`config.mk`:
```
export PLATFORM = sky130hd
export DESIGN_NAME = ct_sysio_mtime_gen
export DESIGN_NICKNAME = d
export VERILOG_FILES = /design/src/rtl/ct_sysio_pkg.sv /design/src/rtl/ct_sysio_tick_sync.sv /design/src/rtl/ct_sysio_mtime_gen.sv
export SDC_FILE = /design/constraint.sdc
export NUM_CORES = 1
export LEC_CHECK = 0
export BUFFER_PORTS_ARGS = -buffer_cell sky130_fd_sc_hd__buf_4
export CAP_MARGIN = 20
export CELL_PAD_IN_SITES_DETAIL_PLACEMENT = 0
export CELL_PAD_IN_SITES_GLOBAL_PLACEMENT = 1
export CORE_UTILIZATION = 40
export DETAILED_ROUTE_END_ITERATION = 8
export GPL_ROUTABILITY_DRIVEN = 0
export PLACE_DENSITY = 0.88
export SYNTH_ARGS = -nofsm -noshare
export SYNTH_HDL_FRONTEND = slang
export SYNTH_SLANG_ARGS = --single-unit
```
`constraint.sdc`:
```
create_clock -name forever_cpuclk -period 3.95 [get_ports forever_cpuclk]
set_clock_uncertainty 0.05 [all_clocks]
set_input_delay 1.185 -clock forever_cpuclk [delete_from_list [all_inputs] [get_ports forever_cpuclk]]
set_output_delay 1.185 -clock forever_cpuclk [all_outputs]
set_load 0.02 [all_outputs]
```
`src/rtl/ct_sysio_pkg.sv`:
```
// Shared constants for the sysio machine-timer generator.
// Widths, tick-source and write-half selectors.
package ct_sysio_pkg;

  localparam int CNT_WIDTH = 64;
  localparam int DIV_WIDTH = 8;

  localparam logic TICK_SRC_INT = 1'b0;
  localparam logic TICK_SRC_EXT = 1'b1;

  localparam logic WR_LO = 1'b0;
  localparam logic WR_HI = 1'b1;

endpackage

```
`src/rtl/ct_sysio_tick_sync.sv`:
```
// Pad tick synchronizer: two sync flops plus an edge-detect flop.
// o_rise is high for one cycle per captured rising edge.
module ct_sysio_tick_sync (
  input  logic i_clk,
  input  logic i_rst,
  input  logic i_pad,
  output logic o_rise
);

  logic r_s1;
  logic r_s2;
  logic r_s3;

  // Shift the pad level through the sync chain every cycle
  always_ff @(posedge i_clk) begin
    if (i_rst) begin
      r_s1 <= 1'b0;
      r_s2 <= 1'b0;
      r_s3 <= 1'b0;
    end else begin
      r_s1 <= i_pad;
      r_s2 <= r_s1;
      r_s3 <= r_s2;
    end
  end

  assign o_rise = r_s2 & ~r_s3;

endmodule

```
`src/rtl/ct_sysio_mtime_gen.sv`:
```
// 64-bit free-running mtime generator for the CLINT.
// Internal prescaler or external pad tick; atomic lo/hi load.
module ct_sysio_mtime_gen
  import ct_sysio_pkg::*;
(
  input  logic                 forever_cpuclk,
  input  logic                 cpurst,
  input  logic                 sysio_mtime_en,
  input  logic                 sysio_dbg_halt,
  input  logic                 sysio_tick_sel,
  input  logic [DIV_WIDTH-1:0] sysio_div_val,
  input  logic                 pad_sysio_tick,
  input  logic                 sysio_wr_vld,
  input  logic                 sysio_wr_hi,
  input  logic [31:0]          sysio_wr_data,
  output logic [CNT_WIDTH-1:0] sysio_clint_mtime,
  output logic                 sysio_mtime_tick,
  output logic                 sysio_mtime_wrap,
  output logic                 sysio_mtime_wr_pend
);

  logic                 w_active;
  logic                 w_rise;
  logic                 w_ext_tick;
  logic                 w_int_tick;
  logic                 w_tick;
  logic                 w_commit;
  logic                 w_wr_lo;
  logic                 w_sel_int;
  logic                 w_pre_hit;

  logic [DIV_WIDTH-1:0] r_pre_cnt;
  logic [CNT_WIDTH-1:0] r_mtime;
  logic [31:0]          r_stage_lo;
  logic                 r_pend;
  logic                 r_tick;
  logic                 r_wrap;

  ct_sysio_tick_sync u_sync (
    .i_clk  (forever_cpuclk),
    .i_rst  (cpurst),
    .i_pad  (pad_sysio_tick),
    .o_rise (w_rise)
  );

  assign w_active   = sysio_mtime_en & ~sysio_dbg_halt;
  assign w_sel_int  = (sysio_tick_sel == TICK_SRC_INT);
  assign w_pre_hit  = (r_pre_cnt >= sysio_div_val);
  assign w_int_tick = w_active & w_sel_int & w_pre_hit;
  assign w_ext_tick = w_active & ~w_sel_int & w_rise;
  assign w_tick     = w_int_tick | w_ext_tick;
  assign w_commit   = sysio_wr_vld & (sysio_wr_hi == WR_HI);
  assign w_wr_lo    = sysio_wr_vld & (sysio_wr_hi == WR_LO);

  // Prescaler: wrap at div_val while active, parked at 0 on pad source
  always_ff @(posedge forever_cpuclk) begin
    if (cpurst) begin
      r_pre_cnt <= '0;
    end else if (!w_sel_int) begin
      r_pre_cnt <= '0;
    end else if (w_active) begin
      if (w_pre_hit) r_pre_cnt <= '0;
      else           r_pre_cnt <= r_pre_cnt + DIV_WIDTH'(1);
    end
  end

  // Counter: a high-half commit wins over a same-cycle tick
  always_ff @(posedge forever_cpuclk) begin
    if (cpurst) begin
      r_mtime <= '0;
      r_tick  <= 1'b0;
      r_wrap  <= 1'b0;
    end else if (w_commit) begin
      r_mtime <= {sysio_wr_data, r_stage_lo};
      r_tick  <= 1'b0;
      r_wrap  <= 1'b0;
    end else if (w_tick) begin
      r_mtime <= r_mtime + CNT_WIDTH'(1);
      r_tick  <= 1'b1;
      r_wrap  <= &r_mtime;
    end else begin
      r_tick  <= 1'b0;
      r_wrap  <= 1'b0;
    end
  end

  // Write staging: low half parks here until the high half commits
  always_ff @(posedge forever_cpuclk) begin
    if (cpurst) begin
      r_stage_lo <= '0;
      r_pend     <= 1'b0;
    end else if (w_wr_lo) begin
      r_stage_lo <= sysio_wr_data;
      r_pend     <= 1'b1;
    end else if (w_commit) begin
      r_pend     <= 1'b0;
    end
  end

  assign sysio_clint_mtime   = r_mtime;
  assign sysio_mtime_tick    = r_tick;
  assign sysio_mtime_wrap    = r_wrap;
  assign sysio_mtime_wr_pend = r_pend;

endmodule

```
Word level (Yosys, flattened, before mapping)
Cells that the tools add are included.
{"block": "totals", "regBits": 110, "in_bits": 48, "output_inout_bits": 67, "wordCells": 38}
{"block": "op_classes", "add_sub_neg": 2, "order_cmp": 1, "muxes": 6, "n_bitwise": 14, "n_reduce_logical": 6}
{"operator": "64-bit two-way mux", "n": 2}
{"operator": "64-bit by 1-bit adder with 64-bit output, second input constant", "n": 1}
{"operator": "64-bit AND reduction", "n": 1}
{"operator": "8-bit by 1-bit adder with 8-bit output, second input constant", "n": 1}
{"operator": "1-bit bitwise AND", "n": 8}
{"operator": "8-bit greater-or-equal comparator", "n": 1}
{"operator": "8-bit two-way mux", "n": 1}
{"operator": "1-bit NOT", "n": 5}
{"operator": "2-bit nonzero test", "n": 2}
{"operator": "2-bit OR reduction", "n": 2}
{"operator": "1-bit two-way mux", "n": 3}
{"operator": "3-bit OR reduction", "n": 1}
{"operator": "1-bit bitwise OR", "n": 1}

Depth between registers and ports, before layout
{"block": "logic_depth", "word_depth": 7, "mapped_depth": 9, "depth_no_buf": 8}

Hierarchy
Synthesis repeated with hierarchy kept, for this count alone.
{"block": "unflattened", "cells_unflattened": 742, "hier_area_um2": 5781.8}
{"module": "ct_sysio_mtime_gen", "instances": 1, "cells_each": 735, "area_per_inst_um2": 5694.2, "seq_area_each_um2": 2142.1}
{"module": "ct_sysio_tick_sync", "instances": 1, "cells_each": 7, "area_per_inst_um2": 87.6, "seq_area_each_um2": 60.1}

Worst setup path after synthesis
Ideal clock, no wire load.
{"block": "synth_path", "path_kind": "in2reg", "from": "input sysio_div_val[1]", "to": "register r_mtime[48], in the netlist sysio_clint_mtime[48]", "setup_ns": 0.091, "arrival_time_ns": 3.063, "required_ns": 3.809, "setup_slack_ns": 0.746, "stages": 8, "n_path_buf": 0, "path_cell_list": "inv_1 > ha_1 > inv_1 > o21ai_0 > a311oi_2 > or4_4 > or3_1 > a311oi_1"}
{"block": "synth_via", "elab_chain_len": 4}
{"item": "start, declared", "line": "ct_sysio_mtime_gen.sv:11", "rtl": "input logic [DIV_WIDTH-1:0] sysio_div_val,"}
{"item": "8-bit greater-or-equal comparator", "line": "ct_sysio_mtime_gen.sv:48", "rtl": "assign w_pre_hit = (r_pre_cnt >= sysio_div_val);"}
{"item": "1-bit bitwise AND", "line": "ct_sysio_mtime_gen.sv:49", "rtl": "assign w_int_tick = w_active & w_sel_int & w_pre_hit;"}
{"item": "1-bit bitwise OR", "line": "ct_sysio_mtime_gen.sv:51", "rtl": "assign w_tick = w_int_tick | w_ext_tick;"}
{"item": "2-bit nonzero test (no source line)"}
{"item": "end signal, assigned", "line": "ct_sysio_mtime_gen.sv:74", "rtl": "r_mtime <= {sysio_wr_data, r_stage_lo};"}
{"item": "end signal, assigned", "line": "ct_sysio_mtime_gen.sv:78", "rtl": "r_mtime <= r_mtime + CNT_WIDTH'(1);"}
{"item": "end, declared", "line": "ct_sysio_mtime_gen.sv:33", "rtl": "logic [CNT_WIDTH-1:0] r_mtime;"}
Every way passes these cells.
A chain may end at the register's enable or synchronous reset.

Final worst setup path
{"block": "layout_path", "from": "input sysio_div_val[2]", "to": "register r_mtime[41], in the netlist sysio_clint_mtime[41]"}
The elaborated chain is that of the path after synthesis.

==> results_dict.tcl <==
set metrics [dict create \
    status "finished, violations left" \
    violations "design-rule violations" \
    dieArea_sq_um 14600 \
    drtIter0Drc 622 \
    io_pins 115 \
    clkSlewWorstSetupHoldPaths_ns 0.07 \
    tns_ns 0 \
    r2r_end "sysio_clint_mtime[41]$_SDFFE_PP0P_" \
    netlist_area_sq_um 5650 \
    drive_above_1_share_pct 19.3 \
    min_path_cells 2 \
    die_h_um 121 \
    reg2reg_depth 8 \
    post_cts_buffers 0 \
    grt_pass1_vias 5273 \
    min_from "r_stage_lo[0]$_SDFFE_PP0P_" \
    pwr-share-clk_pct 37.9 \
    leakagePower_nw 2.59 \
    whs_endpoint "r_stage_lo[0]$_SDFFE_PP0P_" \
    cts_resized 0 \
    crit_path_max_incr_delay_ns 0.80 \
    worstPathRequired_ns 4.16 \
    diodes 0 \
    grt_overflow 0 \
    fillerInstances 1327 \
    antenna_left 0 \
    grt_max_degree 81 \
    gr-max-usage-layer "met2" \
    cts_htree_levels 3 \
    cts_made_buffers 9 \
    cp-start-kind "input pin" \
    worstPathArrival_ns 3.68 \
    clk_latency_ns 0.36 \
    routed_wl_um 17300 \
    maxSlewViolCount 0 \
    worst_slew_pin_slew_ns 0.860 \
    viasPerCell 5.60 \
    cts_tree "done" \
    min_path_type "flip-flop to flip-flop" \
    synthesis.nets 774 \
    synth-seq-cells 110 \
    cts_num_sinks 110 \
    grt_pass1_wl_um 27300 \
    fin_crit_ns 3.47 \
    grt_usage_pct 24.0 \
    worstPathCellList "buf_4, inv_1, ha_1, nor4_1, o21ai_0, a311oi_4, buf_4, nor4_1, xnor2_1, a211oi_1" \
    cts_hold_buf 0 \
    die_x_um 121 \
    setup_viol 0 \
    power_density_nw_per_um2 366 \
    numPortBuffers 114 \
    synth_top_flop_cell "dfxtp_1" \
    relSlewSlack_pct 42.7 \
    layoutNonFillerInstCount 999 \
    ff2ff_setup_slack_ns 1.06 \
    grtUsageMet3_pct 5.26 \
    holdWs_ns 0.406 \
    area_growth_pct 24.4 \
    remaining_drc_errors 2 \
    syn-mean-instance-area_sq_um 7.90 \
    dp_hpwl_um 12500 \
    seqPwrFrac_pct 48.3 \
    synth_warnings 0 \
    use_met2_pct 37.1 \
    endpoint_kind "flip-flop" \
    grt_use_met1_pct 32.4 \
    wl_per_cell_um 17.4 \
    cp_max_fo 21 \
    cts.root.buffer_cell "clkbuf_16" \
    clock_path_buffers 2 \
    netlist_instances 716 \
    netSwitchingFraction_pct 26.5 \
    worst_path_max_delay_cell "a311oi_4" \
    cap_violations 0 \
    hold_violations 0 \
    vdd_drop_max_uv 196 \
    vias 5593 \
    synth_edf_count 0 \
    finalCritPeriodShare_pct 87.8 \
    p_int_mw 1.89 \
    r2r-start "r_pre_cnt[1]$_SDFFE_PP0P_" \
    start_util_pct 40.9 \
    critical_path_class "input pin to flip-flop" \
    fin_nets 873 \
    core_sq_um 13800 \
    rows 43 \
    antenna_found_initial 0 \
    pwr-share-comb_pct 13.7 \
    fmax_mhz 288 \
    async_flop_share_pct 0 \
    firstDrtPassIters 7 \
    placed_cells 984 \
    synthDistinctLibCells 44 \
    seq_area_frac_synth_pct 39.0 \
    p_sw_mw 0.683 \
    rsz0062_at_grt "no" \
]
## how the worst max path moves through the flow
stage,from,endpoint,slack (ns),cells past startpoint
2_1_floorplan,sysio_div_val[1],sysio_clint_mtime[48]$_SDFFE_PP0P_,0.75,8
3_3_place_gp,sysio_div_val[2],sysio_clint_mtime[15]$_SDFFE_PP0P_,0.27,10
3_5_place_dp,sysio_div_val[1],sysio_clint_mtime[21]$_SDFFE_PP0P_,0.12,10
4_1_cts,sysio_div_val[1],sysio_clint_mtime[41]$_SDFFE_PP0P_,0.50,10
5_1_grt,sysio_div_val[2],sysio_clint_mtime[25]$_SDFFE_PP0P_,0.19,10
6_report,sysio_div_val[2],sysio_clint_mtime[41]$_SDFFE_PP0P_,0.48,10
## cell usage after synthesis, types with 7 or more instances
cell type  number  area share, %
a211oi_1       55            7.3
a21oi_1        34            3.0
and3_1         10            1.1
clkbuf_1       38            2.5
dfxtp_1       110             39
ha_1           10            2.2
inv_1          14           0.93
nand2_1       105            7.0
nand3_1        31            2.7
nand4_1        22            2.4
nor2_1         91            6.0
nor2b_1         8           0.89
nor3_1         31            2.7
nor4_1         23            2.5
o21ai_0        11           0.97
or3_1           7           0.77
xnor2_1        53            8.2
xor2_1          9            1.4
## placed cells by master (no fill, tap or decap), types with 2 or more instances in the layout
cell,count
a211oi_1,55
a21o_1,2
a21oi_1,34
a311oi_1,5
and2_1,3
and3_1,10
and4_1,3
buf_4,131
bufinv_16,2
clkbuf_1,2
clkbuf_16,9
dfxtp_1,110
ha_1,10
inv_1,14
nand2_1,104
nand2_4,2
nand2b_1,5
nand3_1,31
nand4_1,22
nand4_2,3
nor2_1,91
nor2b_1,7
nor3_1,31
nor3b_1,5
nor4_1,23
nor4b_1,5
o21a_1,2
o21ai_0,11
or3_1,7
or4_4,2
xnor2_1,53
xor2_1,9
## stage by stage
step	util (%)	cell area, sq um	total power, mW	worst slack (ns)
6_report	50.9	7030	2.57	0.482
5_1_grt	50.9	7030	2.68	0.188
4_1_cts	50.9	7030	2.59	0.501
3_5_place_dp	48.6	6720	1.62	0.119
3_3_place_gp	48.6	6720	1.61	0.269
2_1_floorplan	-	5650	1.45	0.746
## logic make-up after synthesis
family | after synthesis | synth area share, %
AOI/OAI and AO/OA | 114 | 13.4
xor gates and xnor gates | 62 | 9.61
adders and majority gates | 10 | 2.21
buffers and inverters | 57 | 3.87
DFF | 110 | 39.0
muxes | 1 | 0.177
and+or+nand+nor | 362 | 31.8
## metal layers
metal / vias up / share of wire (%)
met5: - / 0
met4: 0 / 2.6
met3: 31 / 6.4
met2: 190 / 45
met1: 2643 / 46
li1: 2729 / -
## final cells by class
cell class	instances	area (sq um)	area share, %
clock buffer	12	246	3.51
inverter	14	52.6	0.747
timing repair buffer	131	983	14.0
clock inverter	3	68.8	0.979
sequential	110	2200	31.3
multi-input combinational	549	3250	46.3
tap	180	225	3.20
## registers in the layout, summed over array words and instances, names as in the netlist
register,flops
u_sync.r_s3,1
u_sync.r_s1,1
sysio_mtime_tick,1
r_stage_lo,32
sysio_mtime_wrap,1
r_pre_cnt,8
sysio_mtime_wr_pend,1
sysio_clint_mtime,64
u_sync.r_s2,1
## power by group through the flow
| stage | Combinational, mW | Clock [mW] | Sequential, mW |
|---|---|---|---|
| detailed placement | 0.352 | 0 | 1.27 |
| finish | 0.353 | 0.977 | 1.24 |
| floorplan | 0.150 | 0 | 1.30 |
| global route | 0.382 | 1.04 | 1.25 |
| CTS | 0.354 | 0.998 | 1.24 |
| global placement | 0.346 | 0 | 1.27 |
## critical path, delay by kind of cell
kind            cells  cell delay [ns]
fa+ha+maj           1             0.20
buf+inv             3             0.51
compound gates      3             1.29
simple gates        2             0.35
xor+xnor            1             0.15
Power figures use the tool's default switching activity.
